--- src/rtl/xfer_pkg.sv ---
// Shared definitions for the transfer-register adder stage:
// op codes, FSM states, adder selects and default widths.
package xfer_pkg;

    localparam int DEF_WIDTH = 16;
    localparam int DEF_CNT_W = 8;

    localparam logic [2:0] OP_NOP     = 3'd0;
    localparam logic [2:0] OP_PASS    = 3'd1;
    localparam logic [2:0] OP_INC     = 3'd2;
    localparam logic [2:0] OP_DEC     = 3'd3;
    localparam logic [2:0] OP_ADD     = 3'd4;
    localparam logic [2:0] OP_REP_INC = 3'd5;
    localparam logic [2:0] OP_REP_DEC = 3'd6;

    typedef enum logic {
        ST_IDLE,
        ST_RUN
    } state_t;

    typedef enum logic [1:0] {
        ADD_PASS,
        ADD_INC,
        ADD_DEC,
        ADD_OFF
    } add_sel_t;

endpackage

--- src/rtl/xfer_add16.sv ---
// Combinational modulo-2^WIDTH adder for pass/inc/dec/signed offset,
// with a flag for crossing the all-ones/zero boundary.
module xfer_add16
    import xfer_pkg::*;
#(
    parameter int WIDTH = DEF_WIDTH
) (
    input  logic [WIDTH-1:0] value,
    input  add_sel_t         sel,
    input  logic [7:0]       offset,
    output logic [WIDTH-1:0] next,
    output logic             wrap
);

    logic [WIDTH:0] ext;
    logic [WIDTH:0] addend;

    assign addend = {1'b0, {(WIDTH-8){offset[7]}}, offset};

    always_comb begin
        ext  = {1'b0, value};
        wrap = 1'b0;
        unique case (sel)
            ADD_PASS: ext = {1'b0, value};
            ADD_INC: begin
                ext  = {1'b0, value} + (WIDTH+1)'(1);
                wrap = ext[WIDTH];
            end
            ADD_DEC: begin
                ext  = {1'b0, value} - (WIDTH+1)'(1);
                wrap = ext[WIDTH];
            end
            ADD_OFF: begin
                // a negative offset borrows exactly when the sum has no carry
                ext  = {1'b0, value} + addend;
                wrap = offset[7] ? ~ext[WIDTH] : ext[WIDTH];
            end
            default: ext = {1'b0, value};
        endcase
    end

    assign next = ext[WIDTH-1:0];

endmodule

--- src/rtl/xfer_adder_unit.sv ---
// Address/write-back adder with a repeat sequencer for block ops.
// Optional wrap output enabled by XFER_ADDER_WRAP_FLAG_EN.
module xfer_adder_unit
    import xfer_pkg::*;
#(
    parameter int WIDTH = DEF_WIDTH,
    parameter int CNT_W = DEF_CNT_W
) (
    input  logic             clk,
    input  logic             rst,
    input  logic [WIDTH-1:0] xfer_in,
    input  logic             op_valid,
    input  logic [2:0]       op,
    input  logic [7:0]       offset,
    input  logic [CNT_W-1:0] rep_count,
    output logic [WIDTH-1:0] addr_out,
    output logic [WIDTH-1:0] result,
    output logic             result_valid,
    output logic             wb_en,
`ifdef XFER_ADDER_WRAP_FLAG_EN
    output logic             wrap,
`endif
    output logic             busy
);

    state_t           state, state_nxt;
    logic [WIDTH-1:0] ptr, ptr_nxt;
    logic [CNT_W-1:0] remain, remain_nxt;
    logic             dir, dir_nxt;
    logic [WIDTH-1:0] addr_nxt, res_nxt;
    logic             rv_nxt, wb_nxt;

    logic [WIDTH-1:0] src, sum;
    add_sel_t         sel;
    logic             sum_wrap;

    assign busy = (state == ST_RUN);

    // while running the pointer feeds itself; the bus is ignored
    always_comb begin
        src = busy ? ptr : xfer_in;
        sel = ADD_PASS;
        if (busy) begin
            sel = dir ? ADD_DEC : ADD_INC;
        end else begin
            unique case (op)
                OP_INC:     sel = ADD_INC;
                OP_DEC:     sel = ADD_DEC;
                OP_ADD:     sel = ADD_OFF;
                OP_REP_INC: sel = (rep_count == '0) ? ADD_PASS : ADD_INC;
                OP_REP_DEC: sel = (rep_count == '0) ? ADD_PASS : ADD_DEC;
                default:    sel = ADD_PASS;
            endcase
        end
    end

    xfer_add16 #(.WIDTH(WIDTH)) u_add (
        .value  (src),
        .sel    (sel),
        .offset (offset),
        .next   (sum),
        .wrap   (sum_wrap)
    );

    always_comb begin
        state_nxt  = state;
        ptr_nxt    = ptr;
        remain_nxt = remain;
        dir_nxt    = dir;
        addr_nxt   = addr_out;
        res_nxt    = result;
        rv_nxt     = 1'b0;
        wb_nxt     = 1'b0;
        unique case (state)
            ST_IDLE: begin
                if (op_valid) begin
                    unique case (op)
                        OP_PASS: begin
                            addr_nxt = xfer_in;
                            res_nxt  = sum;
                            rv_nxt   = 1'b1;
                        end
                        OP_INC, OP_DEC, OP_ADD: begin
                            addr_nxt = xfer_in;
                            res_nxt  = sum;
                            rv_nxt   = 1'b1;
                            wb_nxt   = 1'b1;
                        end
                        OP_REP_INC, OP_REP_DEC: begin
                            addr_nxt = xfer_in;
                            res_nxt  = sum;
                            rv_nxt   = 1'b1;
                            if (rep_count != '0) begin
                                wb_nxt     = 1'b1;
                                ptr_nxt    = sum;
                                remain_nxt = rep_count - CNT_W'(1);
                                dir_nxt    = (op == OP_REP_DEC);
                                if (rep_count > CNT_W'(1))
                                    state_nxt = ST_RUN;
                            end
                        end
                        default: ;
                    endcase
                end
            end
            ST_RUN: begin
                addr_nxt   = ptr;
                res_nxt    = sum;
                rv_nxt     = 1'b1;
                wb_nxt     = 1'b1;
                ptr_nxt    = sum;
                remain_nxt = remain - CNT_W'(1);
                if (remain == CNT_W'(1))
                    state_nxt = ST_IDLE;
            end
            default: state_nxt = ST_IDLE;
        endcase
    end

    always_ff @(posedge clk) begin
        if (rst) begin
            state        <= ST_IDLE;
            ptr          <= '0;
            remain       <= '0;
            dir          <= 1'b0;
            addr_out     <= '0;
            result       <= '0;
            result_valid <= 1'b0;
            wb_en        <= 1'b0;
        end else begin
            state        <= state_nxt;
            ptr          <= ptr_nxt;
            remain       <= remain_nxt;
            dir          <= dir_nxt;
            addr_out     <= addr_nxt;
            result       <= res_nxt;
            result_valid <= rv_nxt;
            wb_en        <= wb_nxt;
        end
    end

`ifdef XFER_ADDER_WRAP_FLAG_EN
    always_ff @(posedge clk) begin
        if (rst)
            wrap <= 1'b0;
        else
            wrap <= rv_nxt & sum_wrap;
    end
`else
    logic unused_wrap;
    assign unused_wrap = sum_wrap;
`endif

endmodule

--- config.mk ---
export PLATFORM = sky130hd
export DESIGN_NAME = xfer_adder_unit
export DESIGN_NICKNAME = d
export VERILOG_FILES = /design/src/rtl/xfer_pkg.sv /design/src/rtl/xfer_add16.sv /design/src/rtl/xfer_adder_unit.sv
export SDC_FILE = /design/constraint.sdc
export NUM_CORES = 1
export LEC_CHECK = 0
export CORE_MARGIN = 2
export CORE_UTILIZATION = 25
export CTS_BUF_LIST = sky130_fd_sc_hd__clkbuf_8
export CTS_CLUSTER_DIAMETER = 150
export DETAILED_ROUTE_END_ITERATION = 10
export PLACE_DENSITY = 0.54
export SETUP_SLACK_MARGIN = 0.4
export SYNTH_ARGS = -nofsm -noshare
export SYNTH_HDL_FRONTEND = slang
export SYNTH_HIERARCHICAL = 1
export SYNTH_SLANG_ARGS = --single-unit
--- constraint.sdc ---
create_clock -name clk -period 3.25 [get_ports clk]
set_clock_uncertainty 0.1 [all_clocks]
set_input_delay 0.65 -clock clk [delete_from_list [all_inputs] [get_ports clk]]
set_output_delay 0.65 -clock clk [all_outputs]
set_load 0.02 [all_outputs]
After elaboration in Yosys (flattened, before gate mapping). Cells that the tools add are included.

Add/subtract/negate cells: 5. Bitwise logic cells: 1. Muxes and demuxes: 34. Equal/unequal tests: 14. $lt $le $gt $ge: 1. Reduce and logical (&&, ||, !) cells: 9.

Operator list (number): two-way mux 16 bit (8); one-hot mux 16 bit (2 select lines) (3); one-hot mux 16 bit (4 select lines) (1); two-way mux 8 bit (3); adder 16 x 1 -> 16 bit, second input constant (1); adder 16 bit (1); one-hot mux 8 bit (2 select lines) (1); subtractor 16 x 1 -> 16 bit, second input constant (1); subtractor 8 x 1 -> 8 bit, second input constant (2); two-way mux 1 bit (10); one-hot mux 2 bit (5 select lines) (1); equality test 3 bit, second input constant (3); equality test 8 x 1 -> 1 bit, second input constant (1); > comparator 8 x 1 -> 1 bit, second input constant (1); zero test 8 bit (1); one-hot mux 1 bit (2 select lines) (4); nonzero test 8 bit (1); equality test 3 x 2 -> 1 bit, second input constant (2); two-way mux 2 bit (3); inequality test 2 bit, second input constant (3); OR reduction 6 bit (1); equality test 2 bit, second input constant (2); AND reduction 4 bit (1); equality test 3 x 1 -> 1 bit, second input constant (1); 8 further kinds (8).

Input port bits: 38. Register bits: 60. Output and inout bits: 35.

Longest topological paths before layout.
Word-level depth: 10. Mapped depth: 15. Mapped depth without buffers: 13.

Cells and area by module. Netlist, hierarchy kept.

Modules (own cells, without submodules): xfer_adder_unit (area each 2889.0 µm², cells each 345, seq. area each 1201.2 µm², instances 1); xfer_add16 (area each 1771.7 µm², cells each 262, seq. area each 0.0 µm², instances 1).

Least setup slack after synthesis. Ideal clock, no wire load.

Path kind: reg2reg. Start point: register state, in the netlist busy. End point: register result[14]. Arrival time: 3.449 ns. Slack: -0.431 ns. Stages on the path, launching flop included: 14. Cells stage by stage: dfxtp_1 buf_2 buf_1 mux2_2 ha_1 fa_1 a211oi_1 o211ai_1 a41oi_1 a22oi_1 xor2_1 a211o_1 nand2_1 a21oi_1.

Longest elaborated chain between the ends: 6. Elaborated cells between the ends (all ways): 17. Classes of those cells: add/sub (3); eq/ne (5); mux (6); bitwise (1); reduce/logical (2).

RTL lines: from (decl) (RTL line xfer_adder_unit.sv:26) `state_t state, state_nxt;`; from (signal assigned) (RTL line xfer_adder_unit.sv:131) `state <= state_nxt;`; two-way mux 16 bit / two-way mux 2 bit (equally long branches) (RTL line xfer_adder_unit.sv:41, xfer_adder_unit.sv:43); adder 16 bit, or another cell as far along (RTL line xfer_add16.sv:35) `ext = {1'b0, value} + addend;`; one-hot mux 16 bit (4 select lines) (RTL line xfer_add16.sv:23) `unique case (sel)`; two-way mux 16 bit (RTL line xfer_adder_unit.sv:77) `unique case (op)`; two-way mux 16 bit (RTL line xfer_adder_unit.sv:76) `if (op_valid) begin`; one-hot mux 16 bit (2 select lines) (RTL line xfer_adder_unit.sv:74) `unique case (state)`; to (signal assigned) (RTL line xfer_adder_unit.sv:136) `result <= res_nxt;`; to (decl) (RTL line xfer_adder_unit.sv:17) `output logic [WIDTH-1:0] result,`.

Parallel ways exist; a longest one is shown, timed or not. The select of a mux whose other input is x is not followed. A chain may end at the register's enable or synchronous reset.

Final worst setup path.
Start point: register state, in the netlist busy. End point: register result[15].

The elaborated chain is that of the path after synthesis.

==> impl_metrics.yaml <==
outcome:
  status: "finished clean"
clock_tree:
  clockRootBuffer: "clkbuf_8"
  path_clk_slew_ns: 0.08
  cts-buffers-inserted: 9
  insertion_delay_ns: 0.35
  clockBufferDepth: 2
  htreeDepth: 3
  clock_sinks: 60
  cts_tree: "done"
layout:
  diodes: 0
  post-route-util_pct: 38.2
  final_area_um2: 6880
  drive_above_1_share_pct: 30.6
  syn2layout_area_growth_pct: 49.6
  layout.nets: 826
  fill_cells: 1879
logic_synthesis:
  syn-num-nets: 659
  syn_avg_cell_area_um2: 7.70
  synth_cells: 597
  synth_area_um2: 4600
  ys.warnings.count: 6
worst_setup_path:
  endpoint_kind: "flop"
  worstPathArrival_ns: 3.11
  r2r_cells: 11
  crit_fanout: 5
  critical_path_class: "flop to flop"
  crit_required_ns: 3.37
  critPathLaunchType: "flop"
sta:
  period_share_pct: 91.9
  setup_viol: 0
  worstMarginPinSlew_ns: 0.708
  grt_setup_unrepaired: "yes"
  timing.final.ws_setup_ns: 0.263
  slew_viol_final: 0
  max_freq_ghz: 0.335
  fin_crit_ns: 2.99
  slew_headroom_pct: 52.8
  hold_viol: 0
global_route:
  grt_usage_pct: 15.7
  grtUsageMet3_pct: 2.48
  use_met2_pct: 25.5
  use_met1_pct: 21.9
  first_global_vias: 4784
  grt_pass1_wl_mm: 24.9
  grt_max_degree: 45
  antenna_found_initial: 0
  overflow: 0
  grt_busiest_layer: "met2"
route:
  drt_wl_total_mm: 15.5
  via_per_inst: 4.97
  drc: 0
  wl_per_cell_um: 15.6
  ant_nets: 0
  firstDrtPassIters: 4
  drt_iter0_markers: 242
  num_vias: 4956
pwr:
  peakVddDrop_v: 0.000198
  clkPwrFrac_pct: 24.1
  switching_share_pct: 36.2
  combPwrFrac_pct: 44.2
  leakage_nw: 2.92
  powerDensity_nw_per_um2: 395
  p_int_mw: 1.73
  seqPwrFrac_pct: 31.7
  p_switching_uw: 984
placement:
  pre_cts_ws_ns: -0.367
  port_buffers: 72
  place_congestion: 0.831
  placed_area_um2: 6290
  hpwl_mm: 11.5
job:
  maxCapViolations: 0
floorplanning:
  core_area_um2: 18000
  die_y_um: 140
  rows: 49
  die_area_um2: 19500
  die_w_um: 140
  start_util_pct: 25.5
  io-pin-count: 73
hold_path:
  hold_path.class: "flop to flop"
  hold_depth: 2
-- worst paths after layout --
check,from,to,slack (ns)
worst max-delay path,busy,result[15],0.26
worst min-delay path,result[3],result[3],0.35
worst min register to register,result[3],result[3],0.35
worst max register to register,busy,result[15],0.26
-- registers in the layout (all words and copies together) (netlist names) --
signal and count:
addr_out 16, busy 1, dir 1, ptr 16, remain 8, result 16, result_valid 1, wb_en 1
-- per-layer routing --
layer,vias to the layer above,part of all wire (%)
li1,2479,-
met3,11,3.6
met5,-,0
met2,100,47
met4,0,1.0
met1,2366,48
-- power by group through the flow --
stage / Sequential, mW / Combinational, mW / Clock [mW]
floorplan: 0.922 / 0.623 / 0
global placement: 0.880 / 1.09 / 0
detailed placement: 0.880 / 1.09 / 0
CTS: 0.861 / 1.15 / 0.675
global route: 0.871 / 1.31 / 0.706
finish: 0.861 / 1.20 / 0.655
-- final cells by class --
cell class,instances,area (um^2),share of cell area (%)
flip-flops and latches,60,1200,17.5
clock buffers,9,124,1.80
clock inverters,7,58.8,0.855
inverters,19,71.3,1.04
well taps,229,287,4.17
repair buffers,195,1670,24.3
multi-input cells,479,3460,50.3
-- critical path, cell delays in order (launching register included) --
cell	delay, ns
dfxtp_4	0.42
buf_12	0.12
buf_4	0.11
mux2_2	0.38
or3_4	0.42
nor4_4	0.30
nand3_1	0.13
a21oi_2	0.18
o22ai_1	0.12
or4_4	0.45
nand2_2	0.07
a21oi_1	0.06
-- through the flow --
step	power, mW	hold WS (ns)	cells	TNS (ns)
final	2.72	0.353	998	0
after global routing	2.89	0.379	998	0
after CTS	2.68	0.358	991	0
after detailed placement	1.98	0.348	962	-5.82
after global placement	1.97	0.342	962	-5.36
after floorplan	1.54	0.335	597	0
-- placed cells by master (no fill, tap or decap), drive strengths merged, types with 7 or more instances in the layout --
master and n:
buf 126, nand2 88, dfxtp 60, nor2 58, clkdlybuf4s50 51, a21oi 40, nor3 34, ha 23
o21ai 21, inv 20, mux2i 18, mux2 17, nand3 14, xor2 14, xnor2 13, clkbuf 12
dlygate4sd2 10, and3 9, or3 9, a211oi 8, nand4 7, nor4 7, o22ai 7
-- timing repair --
| action | in CTS | in global routing |
|---|---|---|
| hold buffers | 0 | 0 |
| setup endpoints to repair | 28 | 24 |
| gates cloned | 0 | 0 |
| pin swaps | 39 | 28 |
| buffers inserted | 13 | 7 |
| gates resized for setup | 61 | 39 |
(Power assumes the default switching activity.)
